===== config.mk =====
export PLATFORM = sky130hd
export DESIGN_NAME = mem_arbiter
export DESIGN_NICKNAME = d
export VERILOG_FILES = /design/src/rtl/mem_arbiter.sv
export SDC_FILE = /design/constraint.sdc
export NUM_CORES = 1
export LEC_CHECK = 0
export ABC_AREA = 1
export BUFFER_PORTS_ARGS = -buffer_cell sky130_fd_sc_hd__buf_2
export CAP_MARGIN = 10
export CELL_PAD_IN_SITES_DETAIL_PLACEMENT = 1
export CELL_PAD_IN_SITES_GLOBAL_PLACEMENT = 1
export CORE_MARGIN = 10
export CORE_UTILIZATION = 34
export DETAILED_ROUTE_END_ITERATION = 8
export GPL_TIMING_DRIVEN = 0
export PLACE_DENSITY_LB_ADDON = 0.2
export SYNTH_ARGS = -nofsm -noshare
export SYNTH_HDL_FRONTEND = slang
export SYNTH_SLANG_ARGS = --single-unit

===== constraint.sdc =====
create_clock -name iClk -period 2.8 [get_ports iClk]
set_input_delay 0.56 -clock iClk [delete_from_list [all_inputs] [get_ports iClk]]
set_output_delay 0.56 -clock iClk [all_outputs]
set_load 0.01 [all_outputs]

===== src/rtl/mem_arbiter.sv =====
// mem_arbiter: shares one single-port synchronous word memory between two
// requesters (A = CPU, B = loader/DMA). Each access runs IDLE -> ACCESS -> RESP,
// winners are chosen round-robin or with fixed A priority, and word indices at
// or beyond MEM_WORDS are rejected without touching the memory.
module mem_arbiter #(
    parameter int MEM_WORDS = 1024,
    parameter bit FIXED_PRI = 1'b0
) (
    input  logic        iClk,
    input  logic        nRst,
    input  logic        iReqA,
    input  logic        iWriteA,
    input  logic [31:0] iAddrA,
    input  logic [31:0] iDataA,
    output logic        oAckA,
    output logic        oErrA,
    output logic [31:0] oDataA,
    input  logic        iReqB,
    input  logic        iWriteB,
    input  logic [31:0] iAddrB,
    input  logic [31:0] iDataB,
    output logic        oAckB,
    output logic        oErrB,
    output logic [31:0] oDataB,
    output logic        oMemRead,
    output logic        oMemWrite,
    output logic [31:0] oMemAddr,
    output logic [31:0] oMemData,
    input  logic [31:0] iMemData
);

    typedef enum logic [1:0] {IDLE, ACCESS, RESP} state_t;

    state_t      state, state_nxt;
    logic        take;        // IDLE edge accepts a request this cycle
    logic        grant_b;     // winner of the current IDLE evaluation is B
    logic        last_b;      // last access that reached RESP belonged to B
    logic        win_b;       // owner of the access in flight
    logic        lat_wr;
    logic        lat_err;
    logic [31:0] lat_addr;
    logic [31:0] lat_data;
    logic [31:0] sel_addr;
    logic [31:0] sel_data;
    logic        sel_wr;
    logic [31:0] resp_data;
    logic [31:0] hold_a;
    logic [31:0] hold_b;

    // Next-state and arbitration decision; requests only matter in IDLE.
    always_comb begin
        state_nxt = state;
        take      = 1'b0;
        grant_b   = 1'b0;
        case (state)
            IDLE: begin
                if (iReqA || iReqB) begin
                    take = 1'b1;
                    // On a tie, round-robin hands B the grant only when A went last.
                    grant_b   = iReqB && (!iReqA || (!FIXED_PRI && !last_b));
                    state_nxt = ACCESS;
                end
            end
            ACCESS:  state_nxt = RESP;
            RESP:    state_nxt = IDLE;
            default: state_nxt = IDLE;
        endcase
    end

    // Winner's controls, muxed ahead of the memory-side registers.
    always_comb begin
        sel_addr = grant_b ? iAddrB  : iAddrA;
        sel_data = grant_b ? iDataB  : iDataA;
        sel_wr   = grant_b ? iWriteB : iWriteA;
    end

    // State register; reset abandons any access in flight.
    always_ff @(posedge iClk) begin
        if (!nRst) state <= IDLE;
        else       state <= state_nxt;
    end

    // Memory-side latches, winner record and last-grant tracking.
    always_ff @(posedge iClk) begin
        if (!nRst) begin
            lat_addr <= '0;
            lat_data <= '0;
            lat_wr   <= 1'b0;
            lat_err  <= 1'b0;
            win_b    <= 1'b0;
            last_b   <= 1'b1;  // pretend B went last so A wins the first tie
        end else begin
            if (take) begin
                lat_addr <= sel_addr;
                lat_data <= sel_data;
                lat_wr   <= sel_wr;
                lat_err  <= (sel_addr[31:2] >= 30'(MEM_WORDS));
                win_b    <= grant_b;
            end
            // Last-grant moves only once the access is committed to RESP.
            if (state == ACCESS) last_b <= win_b;
        end
    end

    // Read data is only meaningful for an in-range read.
    always_comb begin
        resp_data = (lat_wr || lat_err) ? 32'h0 : iMemData;
    end

    // Per-port data-hold registers capture the RESP value of their own access.
    always_ff @(posedge iClk) begin
        if (!nRst) begin
            hold_a <= '0;
            hold_b <= '0;
        end else if (state == RESP) begin
            if (win_b) hold_b <= resp_data;
            else       hold_a <= resp_data;
        end
    end

    // Memory strobes and requester responses decoded from state.
    always_comb begin
        oMemAddr  = lat_addr;
        oMemData  = lat_data;
        oMemRead  = (state == ACCESS) && !lat_wr && !lat_err;
        oMemWrite = (state == ACCESS) &&  lat_wr && !lat_err;
        oAckA     = (state == RESP) && !win_b;
        oAckB     = (state == RESP) &&  win_b;
        oErrA     = oAckA && lat_err;
        oErrB     = oAckB && lat_err;
        oDataA    = oAckA ? resp_data : hold_a;
        oDataB    = oAckB ? resp_data : hold_b;
    end

endmodule


==> impl_metrics.env <==
export IMPL_cts_sinks=134
export IMPL_vias_per_cell=4.877
export IMPL_routedWlPerCell_um=17.86
export IMPL_grt_antenna_before_repair=2
export IMPL_numCtsBuffers=17
export IMPL_p_sw_uw=1751
export IMPL_cts_tree="yes"
export IMPL_boundaryPins=300
export IMPL_period_minus_slack_ps=2697
export IMPL_routed_top_layer="met4"
export IMPL_wl_met2_um=12730
export IMPL_r2r_slack_ps=770
export IMPL_setup_viol=0
export IMPL_wirelength_um=26260
export IMPL_final_common_cell="buf_2"
export IMPL_syn_to_final_growth_pct=38.25
export IMPL_htree_levels=4
export IMPL_swShare=0.3070
export IMPL_cp_arrival_ps=2140
export IMPL_synth_area_per_cell_sq_um=7.156
export IMPL_seqPwrFrac=0.374
export IMPL_setup_tns_ps=0
export IMPL_synth_area_top_cells="dfxtp_1, nand2_1, inv_1"
export IMPL_fin_skew_ps=9.876
export IMPL_crit_path_max_fanout=10
export IMPL_die_area_sq_um=24870
export IMPL_leakagePower_uw=0.004966
export IMPL_yosys_area_top_type="dfxtp_1"
export IMPL_crit_type="reg2out"
export IMPL_drc=0
export IMPL_hpwl_um=20290
export IMPL_grt_usage=0.2031
export IMPL_hold_buffers=0
export IMPL_worstRegToRegCells=8
export IMPL_clock_root_buffer="clkbuf_16"
export IMPL_synth_cell_type_count=22
export IMPL_hp_start="iAddrA[25]"
export IMPL_route_met3_wl_um=1934
export IMPL_crit_path_end_kind="output port"
export IMPL_die_w_um=157.7
export IMPL_slew_violations=0
export IMPL_total_power_uw=5703
export IMPL_layoutNonFillerInstCount=1470
export IMPL_clock_fmax_mhz=370.8
export IMPL_crit_required_ps=2240
export IMPL_hold_slack_ps=468.5
export IMPL_vias=7169
export IMPL_hold_path_class="in2reg"
export IMPL_layout_common_cells="buf_2, nand2_1, inv_1"
export IMPL_power_density_nw_per_um2=639.8
export IMPL_core_area_sq_um=18710
export IMPL_synth_seq_cells=134
export IMPL_first_pass_iters=4
export IMPL_start_util=0.3447
export IMPL_synth_top_cell_area_share=0.4161
export IMPL_dieHeight_um=157.7
export IMPL_start_kind="register"
export IMPL_syn_inst=901
export IMPL_ant_nets=0
export IMPL_grt_pass1_vias=7429
export IMPL_worstHoldEndpoint="oMemAddr[25]"
export IMPL_syn_nets=1067
export IMPL_ctsLongestPathBuffers=2
export IMPL_dp_cells=1432
export IMPL_cap_viol_max_count=0
export IMPL_grt_overflow=0
export IMPL_comb_power_share=0.214
export IMPL_drive_gt1_frac=0.3633
export IMPL_outcome="completed"
export IMPL_period_share=0.9633
export IMPL_syn_area_sq_um=6447
export IMPL_vdd_drop_max_mv=0.3729
export IMPL_drt_met1_wl_um=11100
export IMPL_clkTransAtPathRegs_ps=60
export IMPL_r2r_end="oMemAddr[9]"
export IMPL_portBuffers=297
export IMPL_grt_max_degree=17
export IMPL_relSlewSlack=0.6163
export IMPL_ys_warn_count=0
export IMPL_grt_pass1_wl_um=40170
export IMPL_clk_latency_ps=420
export IMPL_power_share_clock=0.411
export IMPL_yosysSeqAreaShare=0.4161
export IMPL_r2r_start="state[0]"
export IMPL_intPower_uw=3952
export IMPL_rows=50
export IMPL_hold_viol=0
export IMPL_gp_congestion=0.8250
export IMPL_dr_first_iter_drc_count=258
export IMPL_nets=1386
export IMPL_tightest_slew_ps=575.6
export IMPL_min_path_cells=5
[synth_stat cells]
| master | number |
|---|---|
| nand3_2 | 1 |
| nor2_1 | 48 |
| buf_1 | 2 |
| inv_1 | 142 |
| dfxtp_1 | 134 |
| buf_2 | 32 |
| clkbuf_1 | 29 |
| nor3_2 | 2 |
| o211ai_1 | 49 |
| nand3_1 | 48 |
| nand2_1 | 173 |
| o21ai_1 | 2 |
| or2_2 | 64 |
| a21oi_1 | 67 |
| nor4_1 | 2 |
| o21ai_0 | 17 |
| nor3_1 | 1 |
| buf_4 | 5 |
| nor2_4 | 1 |
| nand4_1 | 17 |
| inv_2 | 1 |
| a211oi_1 | 64 |
[stage by stage]
step	utilization	setup WS (ps)	instance area [sq um]
floorplan	-	898.8	6447
global placement	0.4398	290.7	8227
detailed placement	0.4398	275.5	8227
CTS	0.4738	-1.381	8862
global route	0.4764	-7.377	8911
finish	0.4765	102.8	8914
[routing by layer]
layer | track usage | vias up
li1 | - | 3579
met1 | 0.2465 | 3359
met2 | 0.3325 | 201
met3 | 0.06676 | 30
met4 | 0.06367 | 0
met5 | 0 | -
[sequential cells by signal, indices dropped and copies added, names as in the netlist]
register	count
hold_a	32
oMemData	32
state	2
lat_wr	1
lat_err	1
win_b	1
last_b	1
oMemAddr	32
hold_b	32
[power groups by stage]
stage	Clock, uW	Sequential [uW]	Combinational, uW
CTS	2380	2140	1240
floorplan	0	2220	636
global placement	0	2160	1200
detailed placement	0	2170	1220
finish	2350	2140	1220
global route	2490	2150	1370
[timing repair]
action	CTS	global route
pin swaps	0	2
endpoints found under the setup margin	65	64
buffers inserted	0	3
gates cloned	0	0
resized for setup	8	19
[cell families after synthesis]
| kind of cell | count (synthesis) | share of synthesized area |
|---|---|---|
| AOI/OAI and AO/OA | 199 | 0.1983 |
| and+or+nand+nor | 357 | 0.2536 |
| buffers and inverters | 211 | 0.1320 |
| DFF | 134 | 0.4161 |
[cell type report]
type	instances	area, sq um
Multi-Input combinational cell	556	2929
Antenna cell	3	7.507
Tap cell	234	292.8
Buffer	68	340.3
Fill cell	2508	9792
Timing Repair Buffer	300	1509
Sequential cell	134	2683
Inverter	143	536.8
Clock buffer	18	439.2
Clock inverter	14	176.4
[how the worst max path moves through the flow]
stage,startpoint,end,cells after the start,slack [ps]
after detailed placement,state[1],oDataA[9],6,280
after global routing,state[1],oDataA[20],6,-7
after floorplan,state[1],oDataA[0],5,900
after CTS,state[1],oDataB[23],6,-1
final,win_b,oDataB[10],8,100
after global placement,state[1],oDataA[9],6,290
[critical path, stage by stage (launching register included)]
cell     delay [ps]
dfxtp_1         450
inv_1           140
nor3_4          200
buf_4           190
buf_4           180
or2_2           120
inv_1            40
a21oi_1         220
buf_2           190
Power figures use the tool's default switching activity.
